$ cat src/rtl/uart_cmd_parser.sv
// ---------------------------------------------------------------------------
// uart_cmd_parser
//   Frames command packets out of the UART RX byte stream, checks length and
//   checksum, and hands each good command to the control logic through a
//   valid/ready handshake. After every accepted or rejected frame it answers
//   the host with one ACK or NAK byte on the UART TX side.
//
//   Frame: SOF, CMD, LEN, PAYLOAD[LEN], CHK
//          CHK = (CMD + LEN + sum(PAYLOAD)) mod 256
//
// Ports
//   MAX10_CLK1_50  in   system clock (only clock)
//   reset          in   asynchronous active-low reset
//   rx_data        in   received byte, valid while rx_ready=1
//   rx_ready       in   one-cycle strobe per received byte
//   tx_data        out  response byte (ACK/NAK)
//   tx_start       out  one-cycle strobe launching tx_data
//   tx_busy        in   UART TX busy; tx_start is held off while set
//   cmd_valid      out  command present on cmd_* outputs
//   cmd_ready      in   control logic accepts the command
//   cmd_code       out  CMD byte of the last delivered frame
//   cmd_len        out  payload length of the last delivered frame
//   cmd_payload    out  payload, byte i at [8*i+7:8*i], unused bytes zero
//   err_cnt        out  saturating error counter
// ---------------------------------------------------------------------------
module uart_cmd_parser #(
   parameter logic [7:0] SOF_BYTE    = 8'hA5,
   parameter int         MAX_LEN     = 8,
   parameter int         TIMEOUT_CYC = 5_000_000,
   parameter logic [7:0] ACK_BYTE    = 8'h06,
   parameter logic [7:0] NAK_BYTE    = 8'h15
) (
   input  logic                 MAX10_CLK1_50,
   input  logic                 reset,
   input  logic [7:0]           rx_data,
   input  logic                 rx_ready,
   output logic [7:0]           tx_data,
   output logic                 tx_start,
   input  logic                 tx_busy,
   output logic                 cmd_valid,
   input  logic                 cmd_ready,
   output logic [7:0]           cmd_code,
   output logic [3:0]           cmd_len,
   output logic [8*MAX_LEN-1:0] cmd_payload,
   output logic [7:0]           err_cnt
);

   localparam int             TW        = $clog2(TIMEOUT_CYC + 1);
   localparam logic [TW-1:0]  TMO_LAST  = TW'(TIMEOUT_CYC - 1);
   localparam logic [7:0]     MAX_LEN_B = 8'(MAX_LEN);

   localparam logic [2:0] IDLE    = 3'd0;
   localparam logic [2:0] GET_CMD = 3'd1;
   localparam logic [2:0] GET_LEN = 3'd2;
   localparam logic [2:0] GET_PAY = 3'd3;
   localparam logic [2:0] GET_CHK = 3'd4;
   localparam logic [2:0] DELIVER = 3'd5;
   localparam logic [2:0] RESP    = 3'd6;

   logic [2:0]              state;
   logic [7:0]              code_q;
   logic [3:0]              len_q;
   logic [3:0]              idx;
   logic [7:0]              sum;
   logic [TW-1:0]           timer;
   logic                    resp_nak;
   logic [MAX_LEN-1:0][7:0] pay_buf;   // frame under collection
   logic [MAX_LEN-1:0][7:0] pay_out;   // last delivered frame

   logic in_frame, timeout, sof_acc, len_bad, chk_ok, chk_bad, drop, err_evt;
   logic pay_wr;

   assign cmd_payload = pay_out;

   // ---- event decode -------------------------------------------------------
   always_comb begin
      in_frame = (state == GET_CMD) || (state == GET_LEN) ||
                 (state == GET_PAY) || (state == GET_CHK);
      // A byte arriving on the last permitted cycle still counts: the timer
      // only expires on a cycle with no rx_ready.
      timeout  = in_frame && !rx_ready && (timer == TMO_LAST);
      sof_acc  = (state == IDLE) && rx_ready && (rx_data == SOF_BYTE);
      len_bad  = (state == GET_LEN) && rx_ready && (rx_data > MAX_LEN_B);
      chk_ok   = (state == GET_CHK) && rx_ready && (rx_data == sum);
      chk_bad  = (state == GET_CHK) && rx_ready && (rx_data != sum);
      pay_wr   = (state == GET_PAY) && rx_ready;
      // A frame cannot start while the previous one is still being answered.
      drop     = rx_ready && ((state == DELIVER) || (state == RESP));
      // Sources are mutually exclusive per cycle, but OR them anyway so the
      // counter can never step by more than one.
      err_evt  = timeout || len_bad || chk_bad || drop;
   end

   // ---- control FSM --------------------------------------------------------
   always_ff @(posedge MAX10_CLK1_50 or negedge reset) begin
      if (!reset) begin
         state     <= IDLE;
         code_q    <= '0;
         len_q     <= '0;
         idx       <= '0;
         sum       <= '0;
         timer     <= '0;
         resp_nak  <= 1'b0;
         tx_data   <= '0;
         tx_start  <= 1'b0;
         cmd_valid <= 1'b0;
         cmd_code  <= '0;
         cmd_len   <= '0;
         err_cnt   <= '0;
      end else begin
         tx_start <= 1'b0;

         if (err_evt && (err_cnt != 8'hFF))
            err_cnt <= err_cnt + 8'd1;

         if (in_frame && !rx_ready)
            timer <= timer + TW'(1);
         else
            timer <= '0;

         case (state)
            IDLE: begin
               if (sof_acc) begin
                  idx   <= '0;
                  sum   <= '0;
                  state <= GET_CMD;
               end
            end

            GET_CMD: begin
               if (timeout)
                  state <= IDLE;
               else if (rx_ready) begin
                  code_q <= rx_data;
                  sum    <= rx_data;
                  state  <= GET_LEN;
               end
            end

            GET_LEN: begin
               if (timeout)
                  state <= IDLE;
               else if (len_bad) begin
                  resp_nak <= 1'b1;
                  state    <= RESP;
               end else if (rx_ready) begin
                  len_q <= rx_data[3:0];
                  sum   <= sum + rx_data;
                  state <= (rx_data == 8'd0) ? GET_CHK : GET_PAY;
               end
            end

            GET_PAY: begin
               if (timeout)
                  state <= IDLE;
               else if (rx_ready) begin
                  sum <= sum + rx_data;
                  idx <= idx + 4'd1;
                  if (idx + 4'd1 == len_q)
                     state <= GET_CHK;
               end
            end

            GET_CHK: begin
               if (timeout)
                  state <= IDLE;
               else if (chk_ok) begin
                  cmd_valid <= 1'b1;
                  cmd_code  <= code_q;
                  cmd_len   <= len_q;
                  state     <= DELIVER;
               end else if (chk_bad) begin
                  resp_nak <= 1'b1;
                  state    <= RESP;
               end
            end

            DELIVER: begin
               if (cmd_ready) begin
                  cmd_valid <= 1'b0;
                  resp_nak  <= 1'b0;
                  state     <= RESP;
               end
            end

            RESP: begin
               if (!tx_busy) begin
                  tx_start <= 1'b1;
                  tx_data  <= resp_nak ? NAK_BYTE : ACK_BYTE;
                  resp_nak <= 1'b0;
                  state    <= IDLE;
               end
            end

            default: state <= IDLE;
         endcase
      end
   end

   // ---- payload byte lanes -------------------------------------------------
   // The collection buffer is wiped at SOF so bytes beyond LEN are already
   // zero when the frame is copied to the output register.
   always_ff @(posedge MAX10_CLK1_50 or negedge reset) begin
      if (!reset) begin
         pay_buf <= '0;
         pay_out <= '0;
      end else begin
         for (int i = 0; i < MAX_LEN; i++) begin
            if (sof_acc)
               pay_buf[i] <= '0;
            else if (pay_wr && (idx == 4'(i)))
               pay_buf[i] <= rx_data;
            if (chk_ok)
               pay_out[i] <= pay_buf[i];
         end
      end
   end

endmodule

$ cat config.mk
export PLATFORM = sky130hd
export DESIGN_NAME = uart_cmd_parser
export DESIGN_NICKNAME = d
export VERILOG_FILES = /design/src/rtl/uart_cmd_parser.sv
export SDC_FILE = /design/constraint.sdc
export NUM_CORES = 1
export LEC_CHECK = 0
export BUFFER_PORTS_ARGS = -buffer_cell sky130_fd_sc_hd__buf_2
export CORE_MARGIN = 2
export CORE_UTILIZATION = 55
export CTS_CLUSTER_SIZE = 24
export DETAILED_ROUTE_END_ITERATION = 12
export PLACE_DENSITY = 0.76
export REMOVE_ABC_BUFFERS = 1
export SLEW_MARGIN = 20
export SYNTH_ARGS = -nofsm -noshare
export SYNTH_HDL_FRONTEND = slang
export SYNTH_SLANG_ARGS = --single-unit
$ cat constraint.sdc
create_clock -name MAX10_CLK1_50 -period 2.55 [get_ports MAX10_CLK1_50]
set_input_delay 0.1275 -clock MAX10_CLK1_50 [delete_from_list [all_inputs] [get_ports MAX10_CLK1_50]]
set_output_delay 0.1275 -clock MAX10_CLK1_50 [all_outputs]
set_load 0.005 [all_outputs]
Word level (Yosys, flattened, before mapping)
Cells that the tools add are included.
Widths: inputs -> output; s select.
- register bits after elaboration: 209
- bits of input ports: 13
- word-level logic and storage cells: 186
- add/sub/neg operators: 4
- order comparisons: 1
- equality and inequality tests: 38
- mux-type cells: 59
- bitwise gates (word level): 3
- reduce and logical (&&, ||, !) cells: 52
- operators by type and width (operator ; number):
    $mux 8 ; 23
    $mux 3 ; 15
    $pmux 8 s4 ; 1
    $ne 2x2->1 const B ; 14
    $add 23x1->23 const B ; 1
    $eq 23x23->1 const B ; 1
    $mux 23 ; 1
    $pmux 3 s7 ; 1
    $logic_and 1x1->1 ; 20
    $reduce_bool 2->1 ; 10
    $eq 4x3->1 const B ; 4
    $reduce_and 8->1 ; 2
    $mux 4 ; 3
    $reduce_and 4->1 ; 3
    $mux 1 ; 11
    $eq 3x3->1 const B ; 3
    $add 8x1->8 const B ; 1
    $add 8x8->8 ; 1
    $eq 4x2->1 const B ; 2
    $eq 8x8->1 ; 1
    $eq 8x8->1 const B ; 1
    $gt 8x4->1 const B ; 1
    $logic_not 8->1 ; 1
    $ne 4x4->1 const B ; 2
    other kinds (22) ; 34

Depth between registers and ports, before layout
- depth after elaboration: 10
- gate-level depth with buffers: 10
- mapped depth without buffers: 9

Worst setup path after synthesis
Ideal clock, no wire load.
- path kind: register to register
- from: reg sum[2]
- to: reg cmd_code[1]
- library setup time: 125 ps
- arrival time: 2194 ps
- required time: 2425 ps
- setup slack: 231 ps
- stages on the path, launching flop included: 9
- buffers on the path: 3
- period minus slack after synthesis: 2319 ps
- cell sequence: dfrtp_1 ha_1 nor4_1 nand3_1 or3_1 buf_2 buf_2 buf_2 mux2_2
- word-level cells in the longest chain between the ends: 3
- RTL lines (item ; RTL line ; RTL):
    start, declared ; 64 ; logic [7:0] sum;
    start signal, assigned ; 135 ; sum <= rx_data;
    start signal, assigned ; 148 ; sum <= sum + rx_data;
    start signal, assigned ; 157 ; sum <= sum + rx_data;
    $eq 8x8->1 ; 84 ; chk_ok = (state == GET_CHK) && rx_ready && (rx_data == sum);
    $logic_and 1x1->1 ; 84 ;
    $reduce_and 3->1 (no line) ; n/a ;
    end signal, assigned ; 169 ; cmd_code <= code_q;
    end, declared ; 42 ; output logic [7:0] cmd_code,
No other way between the ends.
A chain may end at the register's enable or synchronous reset.

Worst setup path in the final report
- from: reg sum[2]
- to: reg pay_out (netlist bit cmd_payload[20])
- word-level cells in the longest chain between the ends: 2
- RTL lines (item ; RTL line ; RTL):
    $eq 8x8->1 ; 84 ;
    $logic_and 1x1->1 ; 84 ;
    end signal, assigned by index ; 214 ; pay_out[i] <= pay_buf[i];
    end, declared ; 68 ; logic [MAX_LEN-1:0][7:0] pay_out;
No other way between the ends.

==> run summary <==
The clock arrives with 15.06 ps of skew. The routed design has 20330 um of wire. The starting DRC count in detailed routing is 413.

The initial cell density of the core is 0.5615. The final-report max-slew violation count was 0. The antenna violation net count after detailed routing came out at 0. The worst voltage drop across the vdd grid came out at 0.0005433 V. The final-report hold violation count is 0. After the last flow step, the layout net total stands at 898. Setup violations remaining at the end of the flow were counted as 0. The number of I/O pins came out at 107. In this run the critical register-to-register path is captured at cmd_payload[20].

The critical register-to-register path startpoint is sum[2]. The share of the core filled with cells came out at 0.6619. The critical path starts at sum[2]. The row count came out at 46.

The TritonCTS clock tree is yes. By area the synthesized netlist is led by sky130_fd_sc_hd__dfrtp_1, sky130_fd_sc_hd__mux2_2, sky130_fd_sc_hd__nand2_1. The number of global-route vias before repair came out at 6582. The weighted congestion reported at the end of routability-driven placement is 0.8718. The number of antenna violations at the first check in global routing is 0. Summed over all instances, the cell type with the most area after synthesis is sky130_fd_sc_hd__dfrtp_1. The flow ran to the end, and the final reports show no timing, DRC or antenna violations. The first detailed-routing pass ran for 5 iterations. The cell count of the worst hold path is 4. The final critical-path required period is 2346 ps.

The die area is 17250 um^2. The data arrival time of the worst path came out at 2730 ps. After synthesis the cells add up to 8920 um^2. The critical path endpoint is cmd_payload[20].

The per-instance average area after synthesis is 11.75 um^2. The number of buffers inserted by post-CTS setup repair is 0. The number of buffers inserted during clock tree synthesis came out at 21. The overall die width came out at 131.4 um.

The buffer levels on the longest clock path came out at 3. After floorplanning, the core was sized to cover 15890 um^2. The largest net degree at the start of global routing came out at 90. The count of flip-flops with a built-in enable after synthesis came out at 0. The number of buffer cells added on primary ports is 102. Setup repair after global routing left no endpoint under its margin. After legalization and detailed placement, the total HPWL measured 13740 um. STA puts the critical path data required time at 2930 ps. The critical path capture point type is a flip-flop.

After clock tree synthesis, the clock-pin slew on the worst setup and hold paths is 60 ps. The leakage power came out at 5.277 nW. The die span in y is 131.4 um.

The layout overhead on the synthesized area is 17.88%. The power density of the placed cells is 923.1 nW/um^2. The DRC violation count after routing came out at 0.

The post-synthesis register bit count is 204. The flip-flop cell with the highest count after synthesis is sky130_fd_sc_hd__dfrtp_1. Across the run, the number of max-cap violations was 0.

The total routing resource utilization after global routing is 0.2384. The portion of the post-synthesis area used by sequential elements is 0.5723. The Yosys step of the flow raised 0 warnings. The fill cell total of the finished layout came out at 1182. Power comes to 0.009706 W.

The H-tree level count is 1. The later-pin clock latency in the skew report came out at 500 ps. The fmax came out at 426.2 MHz.

The number of vias per cell after detailed routing is 5.763. The clock sink count is 204. The pin slew with the least headroom to its limit came out at 705.5 ps. The number of instances in the synthesized netlist came out at 759.

The worst slew margin relative to its limit came out at 0.5297. The share of synthesized flip-flops with an asynchronous set or reset came out at 1.000. The tree is rooted in a sky130_fd_sc_hd__clkbuf_16. The detailed router placed 6351 vias in this run. The antenna diode count came out at 0. The synthesized netlist contains 62 unique library cells. The critical path class is flip-flop to flip-flop. The number of cell instances on the worst register-to-register path came out at 6. In the final layout, the share of cells above drive strength 1 is 0.2957. In this run the most critical hold path is launched from tx_busy. The area fraction of the dominant cell type after synthesis came out at 0.5723.

The worst hold slack after final layout came out at 40.31 ps. After synthesis, the most frequently instantiated cells are sky130_fd_sc_hd__dfrtp_1, sky130_fd_sc_hd__mux2_2, sky130_fd_sc_hd__nand2_1, sky130_fd_sc_hd__nor2_1, sky130_fd_sc_hd__a21oi_1. For flop-to-flop paths, the worst setup slack is 200 ps. The routed wirelength normalized by instance count is 18.45 um. Yosys instantiated no cell more often than sky130_fd_sc_hd__dfrtp_1.

For this run the aggregate overflow at the end of global routing stands at 0. The fraction of the cycle the final worst path needs came out at 0.9201. The wire length of the first global-routing pass is 33750 um. The path class of the tightest hold or removal check is primary input to flip-flop. The type of origin of the critical path is a flip-flop. The highest net fanout along the worst path is 43.
## report_power, final
part,switching [W],total [W],internal (W)
registers,0.000510,0.00442,0.00391
clock network,0.00123,0.00306,0.00183
logic,0.00120,0.00222,0.00102
total,0.00294,0.00971,0.00677
## area by class of cell
| type | instances | area [um^2] | share of cell area |
|---|---|---|---|
| Sequential cell | 204 | 5105 | 0.4855 |
| Clock inverter | 10 | 103.9 | 0.009876 |
| Inverter | 16 | 60.06 | 0.005712 |
| Timing Repair Buffer | 130 | 802.0 | 0.07627 |
| Tap cell | 216 | 270.3 | 0.02570 |
| Multi-Input combinational cell | 498 | 3582 | 0.3407 |
| Clock buffer | 28 | 591.8 | 0.05628 |
## critical path, stage by stage (launching register included)
cell	delay [ps]
sky130_fd_sc_hd__dfrtp_1	400
sky130_fd_sc_hd__ha_1	350
sky130_fd_sc_hd__nor4_2	340
sky130_fd_sc_hd__nand3_1	140
sky130_fd_sc_hd__or3_4	450
sky130_fd_sc_hd__buf_12	210
sky130_fd_sc_hd__mux2_2	300
## how the worst min path moves through the flow
stage | end | slack [ps]
global placement | cmd_payload[21] | 220
CTS | tx_start | 30
global route | tx_start | 70
detailed placement | cmd_payload[17] | 240
finish | tx_start | 40
floorplan | cmd_code[0] | -170
## metal layers
layer	GRT usage	routed length [um]	vias up
li1	-	-	2913
met3	0.03434	1116	43
met5	0	0	-
met1	0.3219	8687	3162
met2	0.3994	10010	233
met4	0.08152	510	0
## per-stage QoR
stage,worst slack (ps),std cells,area (um^2),TNS [ps]
finish,203.8,1102,10520,0
global route,34.00,1102,10520,0
CTS,95.14,1102,10510,0
detailed placement,104.4,1060,9773,0
global placement,189.9,1060,9773,0
floorplan,-688.1,718,8736,-55860
## flip-flops by register name (all words and copies together) (netlist names)
signal and count:
cmd_payload 64, pay_buf 64, timer 23, cmd_code 8
code_q 8, err_cnt 8, sum 8, cmd_len 4
idx 4, len_q 4, state 3, tx_data 3
cmd_valid 1, resp_nak 1, tx_start 1
## cells by family (layout without fill, tap and decap cells)
group                    Yosys count  in the layout  share of synthesized area
AND/OR/NAND/NOR                  218            218                     0.1218
flip-flops                       204            204                     0.5723
AO/OA/AOI/OAI                    125            125                    0.09384
multiplexers                     109            109                     0.1351
buffers and inverters             60            184                    0.02861
XOR/XNOR                          28             28                    0.02749
adder cells (fa/ha/maj)           14             14                    0.02048
other                              1              4                  0.0004204
## repair_timing
action                     in CTS  in global routing
hold buffers                    4                  0
gates resized for setup         0                  2
hold endpoints to repair       89                  0
setup endpoints to repair       0                 73
## cells in the final DEF, fill, tap and decap left out, types with 11 or more instances in the layout
master / count
sky130_fd_sc_hd__a22o_1: 28
sky130_fd_sc_hd__or3_1: 11
sky130_fd_sc_hd__buf_2: 101
sky130_fd_sc_hd__nand3_1: 19
sky130_fd_sc_hd__clkbuf_16: 21
sky130_fd_sc_hd__mux2_2: 90
sky130_fd_sc_hd__xor2_1: 16
sky130_fd_sc_hd__ha_1: 13
sky130_fd_sc_hd__nor2_1: 55
sky130_fd_sc_hd__a21oi_1: 34
sky130_fd_sc_hd__mux2i_1: 18
sky130_fd_sc_hd__dfrtp_1: 204
sky130_fd_sc_hd__buf_4: 19
sky130_fd_sc_hd__inv_1: 16
sky130_fd_sc_hd__o21ai_0: 28
sky130_fd_sc_hd__nand2_1: 67
sky130_fd_sc_hd__xnor2_1: 12
Note: power is estimated with default switching activity, not from simulation.
